File: config.mk
export PLATFORM = sky130hd
export DESIGN_NAME = axi_jtag_core_arbiter
export DESIGN_NICKNAME = d
export VERILOG_FILES = /design/src/rtl/axi_jtag_core_arbiter.sv
export SDC_FILE = /design/constraint.sdc
export NUM_CORES = 1
export LEC_CHECK = 0
export ABC_CLOCK_PERIOD_IN_PS = 2200
export CAP_MARGIN = 5
export CORE_AREA = 10 10 236 238
export CTS_BUF_LIST = sky130_fd_sc_hd__clkbuf_2
export DETAILED_ROUTE_END_ITERATION = 7
export DIE_AREA = 0 0 246 248
export HOLD_SLACK_MARGIN = 0.06
export PLACE_DENSITY_LB_ADDON = 0.05
export RECOVER_POWER = 25
export SLEW_MARGIN = 10
export SYNTH_ARGS = -nofsm -noshare
export SYNTH_HDL_FRONTEND = slang
export SYNTH_SLANG_ARGS = --single-unit
File: constraint.sdc
create_clock -name aclk -period 2.2 [get_ports aclk]
set_input_delay 0.55 -clock aclk [delete_from_list [all_inputs] [get_ports aclk]]
set_output_delay 0.55 -clock aclk [all_outputs]
set_load 0.1 [all_outputs]
File: src/rtl/axi_jtag_core_arbiter.sv
// 2:1 AXI4 arbiter: CPU core (s0) and JTAG loader (s1) onto one memory port.
// Read and write paths each own a grant register and a single-outstanding FSM.
module axi_jtag_core_arbiter #(
  parameter int ID_W   = 4,
  parameter int ADDR_W = 32,
  parameter int DATA_W = 32
) (
  input  logic              aclk,
  input  logic              aresetn,
  input  logic [ID_W-1:0]   s0_axi_arid,
  input  logic [ADDR_W-1:0] s0_axi_araddr,
  input  logic [7:0]        s0_axi_arlen,
  input  logic [2:0]        s0_axi_arsize,
  input  logic [1:0]        s0_axi_arburst,
  input  logic              s0_axi_arlock,
  input  logic [3:0]        s0_axi_arcache,
  input  logic [2:0]        s0_axi_arprot,
  input  logic              s0_axi_arvalid,
  output logic              s0_axi_arready,
  output logic [ID_W-1:0]   s0_axi_rid,
  output logic [DATA_W-1:0] s0_axi_rdata,
  output logic [1:0]        s0_axi_rresp,
  output logic              s0_axi_rlast,
  output logic              s0_axi_rvalid,
  input  logic              s0_axi_rready,
  input  logic [ID_W-1:0]   s0_axi_awid,
  input  logic [ADDR_W-1:0] s0_axi_awaddr,
  input  logic [7:0]        s0_axi_awlen,
  input  logic [2:0]        s0_axi_awsize,
  input  logic [1:0]        s0_axi_awburst,
  input  logic              s0_axi_awlock,
  input  logic [3:0]        s0_axi_awcache,
  input  logic [2:0]        s0_axi_awprot,
  input  logic              s0_axi_awvalid,
  output logic              s0_axi_awready,
  input  logic [DATA_W-1:0] s0_axi_wdata,
  input  logic [DATA_W/8-1:0] s0_axi_wstrb,
  input  logic              s0_axi_wlast,
  input  logic              s0_axi_wvalid,
  output logic              s0_axi_wready,
  output logic [ID_W-1:0]   s0_axi_bid,
  output logic [1:0]        s0_axi_bresp,
  output logic              s0_axi_bvalid,
  input  logic              s0_axi_bready,
  input  logic [ID_W-1:0]   s1_axi_arid,
  input  logic [ADDR_W-1:0] s1_axi_araddr,
  input  logic [7:0]        s1_axi_arlen,
  input  logic [2:0]        s1_axi_arsize,
  input  logic [1:0]        s1_axi_arburst,
  input  logic              s1_axi_arlock,
  input  logic [3:0]        s1_axi_arcache,
  input  logic [2:0]        s1_axi_arprot,
  input  logic              s1_axi_arvalid,
  output logic              s1_axi_arready,
  output logic [ID_W-1:0]   s1_axi_rid,
  output logic [DATA_W-1:0] s1_axi_rdata,
  output logic [1:0]        s1_axi_rresp,
  output logic              s1_axi_rlast,
  output logic              s1_axi_rvalid,
  input  logic              s1_axi_rready,
  input  logic [ID_W-1:0]   s1_axi_awid,
  input  logic [ADDR_W-1:0] s1_axi_awaddr,
  input  logic [7:0]        s1_axi_awlen,
  input  logic [2:0]        s1_axi_awsize,
  input  logic [1:0]        s1_axi_awburst,
  input  logic              s1_axi_awlock,
  input  logic [3:0]        s1_axi_awcache,
  input  logic [2:0]        s1_axi_awprot,
  input  logic              s1_axi_awvalid,
  output logic              s1_axi_awready,
  input  logic [DATA_W-1:0] s1_axi_wdata,
  input  logic [DATA_W/8-1:0] s1_axi_wstrb,
  input  logic              s1_axi_wlast,
  input  logic              s1_axi_wvalid,
  output logic              s1_axi_wready,
  output logic [ID_W-1:0]   s1_axi_bid,
  output logic [1:0]        s1_axi_bresp,
  output logic              s1_axi_bvalid,
  input  logic              s1_axi_bready,
  output logic [ID_W-1:0]   m_axi_arid,
  output logic [ADDR_W-1:0] m_axi_araddr,
  output logic [7:0]        m_axi_arlen,
  output logic [2:0]        m_axi_arsize,
  output logic [1:0]        m_axi_arburst,
  output logic              m_axi_arlock,
  output logic [3:0]        m_axi_arcache,
  output logic [2:0]        m_axi_arprot,
  output logic              m_axi_arvalid,
  input  logic              m_axi_arready,
  input  logic [ID_W-1:0]   m_axi_rid,
  input  logic [DATA_W-1:0] m_axi_rdata,
  input  logic [1:0]        m_axi_rresp,
  input  logic              m_axi_rlast,
  input  logic              m_axi_rvalid,
  output logic              m_axi_rready,
  output logic [ID_W-1:0]   m_axi_awid,
  output logic [ADDR_W-1:0] m_axi_awaddr,
  output logic [7:0]        m_axi_awlen,
  output logic [2:0]        m_axi_awsize,
  output logic [1:0]        m_axi_awburst,
  output logic              m_axi_awlock,
  output logic [3:0]        m_axi_awcache,
  output logic [2:0]        m_axi_awprot,
  output logic              m_axi_awvalid,
  input  logic              m_axi_awready,
  output logic [DATA_W-1:0] m_axi_wdata,
  output logic [DATA_W/8-1:0] m_axi_wstrb,
  output logic              m_axi_wlast,
  output logic              m_axi_wvalid,
  input  logic              m_axi_wready,
  input  logic [ID_W-1:0]   m_axi_bid,
  input  logic [1:0]        m_axi_bresp,
  input  logic              m_axi_bvalid,
  output logic              m_axi_bready,
  output logic              rd_owner,
  output logic              wr_owner
);

  typedef enum logic [1:0] {R_IDLE, R_ADDR, R_DATA} rd_st_e;
  typedef enum logic [1:0] {W_IDLE, W_XFER, W_RESP} wr_st_e;

  rd_st_e rd_st_q, rd_st_d;
  wr_st_e wr_st_q, wr_st_d;
  logic   rd_gnt_q, rd_gnt_d;
  logic   wr_gnt_q, wr_gnt_d;
  logic   aw_done_q, aw_done_d;
  logic   w_done_q, w_done_d;

  logic rd_a, rd_r, wr_x, wr_b;
  logic aw_hs, wl_hs;

  assign rd_a = (rd_st_q == R_ADDR);
  assign rd_r = (rd_st_q == R_DATA);
  assign wr_x = (wr_st_q == W_XFER);
  assign wr_b = (wr_st_q == W_RESP);

  always_ff @(posedge aclk or negedge aresetn) begin
    if (!aresetn) begin
      rd_st_q   <= R_IDLE;
      wr_st_q   <= W_IDLE;
      rd_gnt_q  <= 1'b0;
      wr_gnt_q  <= 1'b0;
      aw_done_q <= 1'b0;
      w_done_q  <= 1'b0;
    end else begin
      rd_st_q   <= rd_st_d;
      wr_st_q   <= wr_st_d;
      rd_gnt_q  <= rd_gnt_d;
      wr_gnt_q  <= wr_gnt_d;
      aw_done_q <= aw_done_d;
      w_done_q  <= w_done_d;
    end
  end

  // Fixed priority: JTAG wins ties; grant only moves in IDLE.
  always_comb begin
    rd_st_d  = rd_st_q;
    rd_gnt_d = rd_gnt_q;
    case (rd_st_q)
      R_IDLE: if (s0_axi_arvalid | s1_axi_arvalid) begin
        rd_gnt_d = s1_axi_arvalid;
        rd_st_d  = R_ADDR;
      end
      R_ADDR: if (m_axi_arvalid & m_axi_arready) rd_st_d = R_DATA;
      R_DATA: if (m_axi_rvalid & m_axi_rready & m_axi_rlast)
        rd_st_d = R_IDLE;
      default: rd_st_d = R_IDLE;
    endcase
  end

  assign aw_hs = m_axi_awvalid & m_axi_awready;
  assign wl_hs = m_axi_wvalid & m_axi_wready & m_axi_wlast;

  always_comb begin
    wr_st_d   = wr_st_q;
    wr_gnt_d  = wr_gnt_q;
    aw_done_d = aw_done_q;
    w_done_d  = w_done_q;
    case (wr_st_q)
      W_IDLE: if (s0_axi_awvalid | s0_axi_wvalid |
                  s1_axi_awvalid | s1_axi_wvalid) begin
        wr_gnt_d = s1_axi_awvalid | s1_axi_wvalid;
        wr_st_d  = W_XFER;
      end
      W_XFER: begin
        aw_done_d = aw_done_q | aw_hs;
        w_done_d  = w_done_q | wl_hs;
        if (aw_done_d & w_done_d) begin
          aw_done_d = 1'b0;
          w_done_d  = 1'b0;
          wr_st_d   = W_RESP;
        end
      end
      W_RESP: if (m_axi_bvalid & m_axi_bready) wr_st_d = W_IDLE;
      default: wr_st_d = W_IDLE;
    endcase
  end

  assign rd_owner = rd_gnt_q;
  assign wr_owner = wr_gnt_q;

  assign m_axi_arid    = rd_gnt_q ? s1_axi_arid    : s0_axi_arid;
  assign m_axi_araddr  = rd_gnt_q ? s1_axi_araddr  : s0_axi_araddr;
  assign m_axi_arlen   = rd_gnt_q ? s1_axi_arlen   : s0_axi_arlen;
  assign m_axi_arsize  = rd_gnt_q ? s1_axi_arsize  : s0_axi_arsize;
  assign m_axi_arburst = rd_gnt_q ? s1_axi_arburst : s0_axi_arburst;
  assign m_axi_arlock  = rd_gnt_q ? s1_axi_arlock  : s0_axi_arlock;
  assign m_axi_arcache = rd_gnt_q ? s1_axi_arcache : s0_axi_arcache;
  assign m_axi_arprot  = rd_gnt_q ? s1_axi_arprot  : s0_axi_arprot;
  assign m_axi_arvalid = rd_a &
    (rd_gnt_q ? s1_axi_arvalid : s0_axi_arvalid);
  assign s0_axi_arready = rd_a & ~rd_gnt_q & m_axi_arready;
  assign s1_axi_arready = rd_a &  rd_gnt_q & m_axi_arready;

  assign s0_axi_rid    = m_axi_rid;
  assign s0_axi_rdata  = m_axi_rdata;
  assign s0_axi_rresp  = m_axi_rresp;
  assign s0_axi_rlast  = m_axi_rlast;
  assign s1_axi_rid    = m_axi_rid;
  assign s1_axi_rdata  = m_axi_rdata;
  assign s1_axi_rresp  = m_axi_rresp;
  assign s1_axi_rlast  = m_axi_rlast;
  assign s0_axi_rvalid = rd_r & ~rd_gnt_q & m_axi_rvalid;
  assign s1_axi_rvalid = rd_r &  rd_gnt_q & m_axi_rvalid;
  assign m_axi_rready  = rd_r &
    (rd_gnt_q ? s1_axi_rready : s0_axi_rready);

  assign m_axi_awid    = wr_gnt_q ? s1_axi_awid    : s0_axi_awid;
  assign m_axi_awaddr  = wr_gnt_q ? s1_axi_awaddr  : s0_axi_awaddr;
  assign m_axi_awlen   = wr_gnt_q ? s1_axi_awlen   : s0_axi_awlen;
  assign m_axi_awsize  = wr_gnt_q ? s1_axi_awsize  : s0_axi_awsize;
  assign m_axi_awburst = wr_gnt_q ? s1_axi_awburst : s0_axi_awburst;
  assign m_axi_awlock  = wr_gnt_q ? s1_axi_awlock  : s0_axi_awlock;
  assign m_axi_awcache = wr_gnt_q ? s1_axi_awcache : s0_axi_awcache;
  assign m_axi_awprot  = wr_gnt_q ? s1_axi_awprot  : s0_axi_awprot;
  assign m_axi_awvalid = wr_x & ~aw_done_q &
    (wr_gnt_q ? s1_axi_awvalid : s0_axi_awvalid);
  assign s0_axi_awready = wr_x & ~aw_done_q & ~wr_gnt_q & m_axi_awready;
  assign s1_axi_awready = wr_x & ~aw_done_q &  wr_gnt_q & m_axi_awready;

  assign m_axi_wdata  = wr_gnt_q ? s1_axi_wdata : s0_axi_wdata;
  assign m_axi_wstrb  = wr_gnt_q ? s1_axi_wstrb : s0_axi_wstrb;
  assign m_axi_wlast  = wr_gnt_q ? s1_axi_wlast : s0_axi_wlast;
  assign m_axi_wvalid = wr_x & ~w_done_q &
    (wr_gnt_q ? s1_axi_wvalid : s0_axi_wvalid);
  assign s0_axi_wready = wr_x & ~w_done_q & ~wr_gnt_q & m_axi_wready;
  assign s1_axi_wready = wr_x & ~w_done_q &  wr_gnt_q & m_axi_wready;

  assign s0_axi_bid    = m_axi_bid;
  assign s0_axi_bresp  = m_axi_bresp;
  assign s1_axi_bid    = m_axi_bid;
  assign s1_axi_bresp  = m_axi_bresp;
  assign s0_axi_bvalid = wr_b & ~wr_gnt_q & m_axi_bvalid;
  assign s1_axi_bvalid = wr_b &  wr_gnt_q & m_axi_bvalid;
  assign m_axi_bready  = wr_b &
    (wr_gnt_q ? s1_axi_bready : s0_axi_bready);

endmodule

### Yosys cells after proc, flatten, opt, wreduce, memory -nomap -nowiden

Cells that the tools add are included.

* register bits: 8
* input port bits: 364
* output and inout bits: 258
* word-level logic and storage cells: 102

* equal/unequal tests: 10
* mux-type cells: 34
* bitwise operators: 46
* reductions and logical operators: 6

Operators with widths (count)
* $mux 32: 3
* $and 1x1->1: 35
* $mux 4: 5
* $mux 2: 8
* $mux 8: 2
* $mux 3: 4
* $pmux 2 s3: 2
* $mux 1: 10
* $ne 2x1->1 const B: 4
* $or 1x1->1: 7
* $reduce_and 3->1: 2
* $eq 2x1->1 const B: 2
* $eq 2x2->1 const B: 2
* $logic_not 2->1: 2
* $ne 2x2->1 const B: 2
* $not 1->1: 4
* $reduce_and 2->1: 2

### Logic depth before layout (Yosys ltp)

Gate-level depths: netlist of the first run.

* depth in word-level cells: 9
* mapped depth: 5
* depth with buffers taken out: 3

### Worst setup path after synthesis of the first run

Ideal clock, no wire load.

* kind: register -> output
* start: reg wr_gnt_q, in the netlist wr_owner
* end: out s0_axi_awready
* arrival: 4505 ps
* data required time: 1650 ps
* slack: -2855 ps
* stages on the path, launching flop included: 5
* path buffers: 3
* cells stage by stage: dfrtp_1 > buf_6 > buf_2 > buf_4 > nor4b_1

* word-level cells in the longest chain between the ends: 3

Ends and longest elaborated chain
* start, declared: line 125 `logic wr_gnt_q, wr_gnt_d;`
* start signal, assigned: line 149 `wr_gnt_q <= wr_gnt_d;`
* $not 1->1: line 238 `assign s0_axi_awready = wr_x & ~aw_done_q & ~wr_gnt_q & m_axi_awready;`
* $and 1x1->1 (2 in a row): line 238
* end, declared: line 35 `output logic s0_axi_awready,`

No other way between the ends.

### Final worst setup path of the first run

* start: reg wr_gnt_q, in the netlist wr_owner
* end: out m_axi_awsize[1]

* word-level cells in the longest chain between the ends: 1

Ends and longest elaborated chain
* $mux 3: line 231 `assign m_axi_awsize = wr_gnt_q ? s1_axi_awsize : s0_axi_awsize;`
* end, declared: line 99 `output logic [2:0] m_axi_awsize,`

No other way between the ends.

==> flow_summary.toml, run 1 <==
[timing]
finalSetupViolations = 24
slew_headroom_pct = 70.7
skew_ps = 18.7
fin_crit_sh_pct = 102
post-route-min-period_ps = 2240
rsz0062_at_grt = "true"
hold_ws_ps = 547
fin_setup_tns_ps = -486
finalHoldViolCount = 0
maxSlewViolCount = 0
fmax_mhz = 446
worst_slew_pin_slew_ps = 437
fin_ws_ps = -44.0

[pwr]
pwr_density_cell_mw_per_mm2 = 1590
leakagePower_nw = 4.29
peakVddDrop_mv = 0.528
finalPower_mw = 17.1

[critical_path]
crit_top_cell = "buf_12"
worstPathMaxFanout = 6
rr_worst_depth = 5
cp-start-kind = "flip-flop"
path_cells = "buf_12 > buf_12 > clkbuf_16 > mux2_2 > buf_12"
worstSetupPathType = "reg2out"
worstPathRequired_ps = 1650
slowest_delay_ps = 520
critPathTopFamily = "buffers and inverters"
timing.rr.start = "wr_owner"
crit_path_end_kind = "output port"
r2r_slack_ps = 500
critPathArrivalTime_ps = 1690
cp_num_buf_inv = 4
critPathSlowestCell = "dfrtp_4"
r2r-end = "wr_st_q[1]"

[hold_path]
min-delay-start = "rd_st_q[1]"
hold_path_class = "reg2reg"
hold_depth = 1
hold_end = "rd_st_q[0]"

[routing]
vias = 4151
first_iter_violations = 52
drtPass1Iterations = 4
drc = 0
wire_per_inst_um = 20.3
wirelength_mm = 29.0
drtAntennaViolNets = 0
via_per_inst = 2.91

[logic_synthesis]
synth_flop_cell = "dfrtp_1"
ys_ff_latch = 8
mappedNetlistArea_mm2 = 0.00306
synth_edf_count = 0
ys_seq_area_share_pct = 6.55
async_reset_ff_share_pct = 100
ys_types = 33
synth_area_leader_cell = "mux2_2"
syn_inst = 323
synth_area_leaders = "mux2_2, buf_4, dfrtp_1, buf_2, mux2i_1"
syn_nets = 687
ys_warn_count = 0
synth_top_area_share_pct = 55.6
synth_area_per_cell_um2 = 9.47

[layout]
final_nets = 1113
n_fill_cell = 5472
drive_above_1_share_pct = 52.7
layout_common_cells = "clkdlybuf4s50_1, buf_12, mux2_2"
final_common_cell = "clkdlybuf4s50_1"
syn2layout_area_growth_pct = 251

[global_route]
grt_pass1_wl_mm = 38.5
grt_start_max_net_pins = 30
grt_usage_pct = 8.70
grt_pass1_vias = 4831
grt_antenna_before_repair = 1
overflow = 0

[clocking]
tritoncts = "built"
root_buffer = "clkbuf_2"
cts_buffers = 3
htree_levels = 1
clock_path_buffers = 2
ctsHoldBuffers = 0
clk_pin_slew_worst_paths_ps = 120
insertion_delay_ps = 260
cts_sinks = 8

[run_status]
violations = "setup timing"
outcome = "finished with violations"

[placement]
routabilityCongestion = 0.783
portBuffers = 489
dp_hpwl_mm = 25.6

[floorplan]
core_area_mm2 = 0.0510
design.die.area_mm2 = 0.0610
dieHeight_um = 248
start_util_pct = 6.00
die_x_um = 246
io-pin-count = 622
row_count = 83

[flow_run]
drv_cap = 0
-- worst max path at each step --
stage,slack [ps],end,depth (start not counted),start
global route,-120,m_axi_awaddr[28],5,wr_owner
global placement,-100,m_axi_awvalid,4,s0_axi_awvalid
detailed placement,-100,m_axi_awvalid,4,s0_axi_awvalid
finish,-40,m_axi_awsize[1],5,wr_owner
CTS,-90,s0_axi_awready,5,wr_owner
floorplan,-450,s0_axi_awready,4,wr_owner
-- routing by layer --
metal / vias up / share of wire (%) / GRT usage (%)
met5: - / 0 / 0
met4: 0 / 0.69 / 0.962
met3: 6 / 13 / 5.10
met2: 331 / 53 / 15.9
met1: 1897 / 33 / 8.59
li1: 1917 / - / -
-- sequential cells by signal (all words and copies together) (netlist names) --
name,cells
rd_st_q,2
wr_st_q,2
aw_done_q,1
rd_owner,1
w_done_q,1
wr_owner,1
-- per-stage QoR --
step | instance area, um^2 | setup WS, ps | instances | utilization [%]
floorplan | 3210 | -454 | 323 | -
global placement | 10100 | -100 | 1408 | 19.9
detailed placement | 10100 | -102 | 1408 | 19.9
CTS | 10500 | -86.2 | 1427 | 20.5
global route | 10700 | -119 | 1428 | 21.0
finish | 10700 | -44.0 | 1428 | 21.0
-- cell families after synthesis --
kind of cell / after synthesis / share of synthesized area [%]
AND/OR/NAND/NOR: 32 / 6.14
flip-flops: 8 / 6.55
AO/OA/AOI/OAI: 15 / 3.56
multiplexers: 156 / 57.4
buffers and inverters: 112 / 26.4
-- worst register-to-register path, stage by stage, from the launching register on --
cell and delay [ps]:
dfrtp_4 520, buf_6 160, mux2_4 330, buf_4 150, a211o_1 320, o221a_2 140
-- final cells by class --
type,instances,area [um^2],area share [%]
diodes,1,2.50,0.0233
repair buffers,531,7220,67.3
well taps,680,851,7.93
clock buffers,3,15.0,0.140
flip-flops and latches,8,209,1.95
inverters,2,7.51,0.0700
multi-input cells,203,2430,22.6
-- report_power, final --
| part | internal [mW] | switching, mW |
|---|---|---|
| logic | 6.64 | 9.93 |
| clock network | 0.0372 | 0.0659 |
| registers | 0.234 | 0.181 |
| total | 6.91 | 10.2 |
-- synthesized netlist by cell type, types with 2 or more instances --
master	instances
buf_2	11
nor2b_1	4
buf_4	97
mux2_2	151
nand2_1	4
nor4b_1	2
dfrtp_1	8
a21oi_1	3
nand2b_1	2
o21ai_0	2
inv_1	2
nor3b_1	2
nor3_1	2
and4b_1	2
nor2_1	8
nand3b_1	2
a22o_1	2
mux2i_1	4
-- repair_timing --
action                                  CTS  global route
cloned                                    3             3
gates resized for setup                  18            67
setup buffers                            13             0
endpoints found under the setup margin  137           140
pin swaps                                 3             1
(Power assumes the default switching activity.)
==> run 2, diff against run 1 <==
- GPL_TIMING_DRIVEN: not set -> 0
==> flow_summary.toml, run 2 (synthesis results as in run 1) <==
[run_status]
outcome = "finished with violations"
violations = "setup timing"

[layout]
drive_above_1_share_pct = 52.7
layout_common_cells = "clkdlybuf4s50_1, mux2_2, buf_6"
syn2layout_area_growth_pct = 269
final_nets = 1301
final_common_cell = "clkdlybuf4s50_1"
largestRegisters = "rd_st_q (2), wr_st_q (2)"
design_area_mm2 = 0.0113
fin_cells = 1619
n_fill_cell = 5609
final_core_util_pct = 22.1

[global_route]
grt_usage_pct = 9.69
grt_pass1_vias = 5105
grt_antenna_before_repair = 4
grt_pass1_wl_mm = 42.5
grt_start_max_net_pins = 11
overflow = 0

[pwr]
peakVddDrop_mv = 0.763
leakagePower_nw = 4.79
pwr_density_cell_mw_per_mm2 = 1500
finalPower_mw = 16.9

[critical_path]
critPathSlowestCell = "dfrtp_4"
cp-start-kind = "flip-flop"
slowest_delay_ps = 530
worstSetupPathType = "reg2out"
r2r_slack_ps = 540
crit_top_cell = "buf_12"
path_cells = "buf_4 > buf_6 > buf_16 > buf_12 > mux2_4 > buf_12"
worstPathRequired_ps = 1650
critPathArrivalTime_ps = 1790
worstPathMaxFanout = 10
crit_path_end_kind = "output port"

[floorplan]
core_area_mm2 = 0.0510
start_util_pct = 6.00
dieHeight_um = 248
io-pin-count = 622
row_count = 83
die_x_um = 246
design.die.area_mm2 = 0.0610

[clocking]
insertion_delay_ps = 270
clk_pin_slew_worst_paths_ps = 130
cts_sinks = 8
root_buffer = "clkbuf_2"
ctsHoldBuffers = 0
tritoncts = "built"
htree_levels = 1
cts_buffers = 3
clock_path_buffers = 2

[routing]
drtAntennaViolNets = 0
wirelength_mm = 33.8
drc = 0
wire_per_inst_um = 20.9
drtPass1Iterations = 4
first_iter_violations = 53
via_per_inst = 2.97
vias = 4814

[timing]
skew_ps = 28.5
finalSetupViolations = 71
finalHoldViolCount = 0
worst_slew_pin_slew_ps = 1000
fin_setup_tns_ps = -4090
rsz0062_at_grt = "true"
post-route-min-period_ps = 2340
slew_headroom_pct = 33.6
hold_ws_ps = 532
fin_ws_ps = -143
maxSlewViolCount = 0
fmax_mhz = 427
fin_crit_sh_pct = 107

[placement]
pre_cts_slack_ps = -1280
dp_cells = 1580
dp_hpwl_mm = 30.1
portBuffers = 577
routabilityCongestion = 0.694
postPlaceCellArea_mm2 = 0.00984

[hold_path]
hold_path_class = "reg2reg"

[flow_run]
drv_cap = 0
[run 2: cell types whose count changed in the layout (fill, tap and decap cells not counted), moves of 5 or more]
cell,before,now
buf_6,4,112
mux2_4,57,34
buf_4,16,110
clkbuf_16,3,10
mux2_2,95,118
buf_12,182,65
buf_8,4,9
dlygate4sd2_1,2,91
[run 2: final timing paths]
check | cells after the start | startpoint | endpoint
setup / recovery | 6 | wr_owner | m_axi_awlen[2]
hold / removal | 1 | rd_st_q[1] | rd_st_q[0]
setup reg to reg | 5 | wr_owner | wr_st_q[1]
hold reg to reg | 1 | rd_st_q[1] | rd_st_q[0]
max in group asynchronous | 1 | aresetn | wr_owner
min in group asynchronous | 1 | aresetn | rd_owner
[run 2: cell type report]
cell class                 instances  area, um^2  area share (%)
multi-input combinational        203        2320            20.6
inverter                           2        11.3          0.0999
sequential                         8         209            1.85
antenna                            4        10.0          0.0888
tap                              680         851            7.55
buffer                           106         977            8.67
clock buffer                       3        15.0           0.133
timing repair buffer             613        6880            61.0
[run 2: routing by layer]
metal | track usage [%] | wire length (um) | up-vias
met5 | 0 | 0 | -
met4 | 0.708 | 116 | 0
met3 | 4.55 | 3890 | 4
met2 | 19.7 | 19400 | 278
met1 | 8.77 | 10400 | 2234
li1 | - | - | 2298
[run 2: timing repair]
item	in CTS	in global routing
endpoints found under the setup margin	258	165
cloned	4	10
buffers inserted	11	12
resized for setup	1330	160
pin swaps	3	6
[run 2: critical path, delay by kind of cell, from the launching register on]
family	cells	cell delay, ps
multiplexers	1	310
buffers and inverters	5	710
flip-flops	1	530
[run 2: power breakdown]
group	internal, mW	total (mW)	switching, mW
logic	5.92	16.4	10.5
registers	0.234	0.384	0.150
clock network	0.0372	0.106	0.0688
total	6.19	16.9	10.7
==> run 3, diff against run 2 <==
- ABC_CLOCK_PERIOD_IN_PS: 2200 -> 3000
- clock period: 2.2 -> 3 ns (I/O delays scaled with it)
==> flow_summary.toml, run 3 (synthesis results as in run 1) <==
[run_status]
outcome = "finished clean"

[timing]
skew_ps = 13.5
fin_crit_sh_pct = 96.9
slew_headroom_pct = 21.6
fmax_mhz = 344
post-route-min-period_ps = 2910
finalSetupViolations = 0
finalHoldViolCount = 0
hold_ws_ps = 558
rsz0062_at_grt = "false"
worst_slew_pin_slew_ps = 1170
maxSlewViolCount = 0

[critical_path]
critPathArrivalTime_ps = 2160
cp_num_buf_inv = 2
worstPathRequired_ps = 2250
worstPathMaxFanout = 4
path_cells = "dlygate4sd3_1 > mux2_4 > nor3b_2 > buf_2"
critPathSlowestCell = "dlygate4sd3_1"
cp-start-kind = "input port"
critPathTopFamily = "buffers and inverters"
worstSetupPathType = "in2out"
slowest_delay_ps = 580
crit_path_end_kind = "output port"

[placement]
dp_hpwl_mm = 33.0
dp_cells = 1580
postPlaceCellArea_mm2 = 0.00977
routabilityCongestion = 0.744
portBuffers = 577

[floorplan]
start_util_pct = 6.00
design.die.area_mm2 = 0.0610
core_area_mm2 = 0.0510
row_count = 83
dieHeight_um = 248
die_x_um = 246
io-pin-count = 622

[clocking]
clk_pin_slew_worst_paths_ps = 130
htree_levels = 1
insertion_delay_ps = 290
clock_path_buffers = 2
tritoncts = "built"
root_buffer = "clkbuf_2"
cts_buffers = 3
cts_sinks = 8

[routing]
first_iter_violations = 47
vias = 4733
via_per_inst = 2.98
drtPass1Iterations = 4
wire_per_inst_um = 22.1
wirelength_mm = 35.1
drtAntennaViolNets = 0
drc = 0

[layout]
layout_common_cells = "clkdlybuf4s50_1, mux2_2, buf_2"
multi_input_area_mm2 = 0.00214
n_fill_cell = 5738
syn2layout_area_growth_pct = 203
fin_cells = 1588
seqCellArea_um2 = 201
final_nets = 1269
design_area_mm2 = 0.00928
final_common_cell = "clkdlybuf4s50_1"
largestRegisters = "rd_st_q (2), wr_st_q (2)"
drive_above_1_share_pct = 49.2

[pwr]
leakagePower_nw = 3.73
pwr_density_cell_mw_per_mm2 = 1040
peakVddDrop_mv = 0.336
finalPower_mw = 9.68

[flow_run]
drv_cap = 0

[global_route]
grt_antenna_before_repair = 14
overflow = 0
grt_usage_pct = 10.5
grt_start_max_net_pins = 11
grt_pass1_wl_mm = 44.7
grt_pass1_vias = 5073

[hold_path]
hold_path_class = "reg2reg"
[run 3: worst reg2reg max path, delay by kind of cell, from the launching register on]
family	cells	cell delay, ps
buffers and inverters	1	480
DFF	1	420
AOI/OAI and AO/OA	2	300
and+or+nand+nor	1	120
[run 3: final cells by class]
class                   instances  area share [%]
repair buffers                577            56.6
multi-input cells             203            23.0
well taps                     680            9.17
plain buffers                 110            8.63
flip-flops and latches          8            2.17
clock buffers                   4           0.216
diodes                          4           0.108
inverters                       2          0.0809
[run 3: final timing paths]
kind	start	to	slack, ps	cells past startpoint
setup / recovery	s0_axi_awvalid	m_axi_awvalid	90	4
max in group asynchronous	aresetn	wr_owner	1780	1
hold / removal	rd_st_q[1]	rd_st_q[0]	560	1
setup reg to reg	wr_st_q[1]	wr_st_q[0]	1530	4
hold reg to reg	rd_st_q[1]	rd_st_q[0]	560	1
min in group asynchronous	aresetn	rd_owner	840	1
[run 3: power breakdown]
part	internal, mW	total [mW]	switching, mW
registers	0.162	0.235	0.0726
logic	2.17	9.35	7.18
clock network	0.0353	0.0948	0.0595
total	2.37	9.68	7.31
[run 3: routing by layer]
metal  global-route usage, %  wire length (um)
met1                    9.75             11600
met2                    20.0             18800
met3                    6.29              4480
met4                   0.762               131
met5                       0               113
[run 3: per-stage QoR]
stage	utilization, %	TNS [ps]	setup slack [ps]
2_1_floorplan	-	-507	-248
6_report	18.2	0	92.2
4_1_cts	18.7	-130	-130
5_1_grt	18.2	0	0.991
3_5_place_dp	19.2	-47850	-632
3_3_place_gp	19.2	-48980	-669
[run 3: repair_timing]
item / CTS / global route
hold buffers: 0 / 0
endpoints found under the hold margin: 0 / 0
setup buffers: 0 / 0
setup endpoints to repair: 168 / 54
cloned: 0 / 0
gates resized for setup: 635 / 99
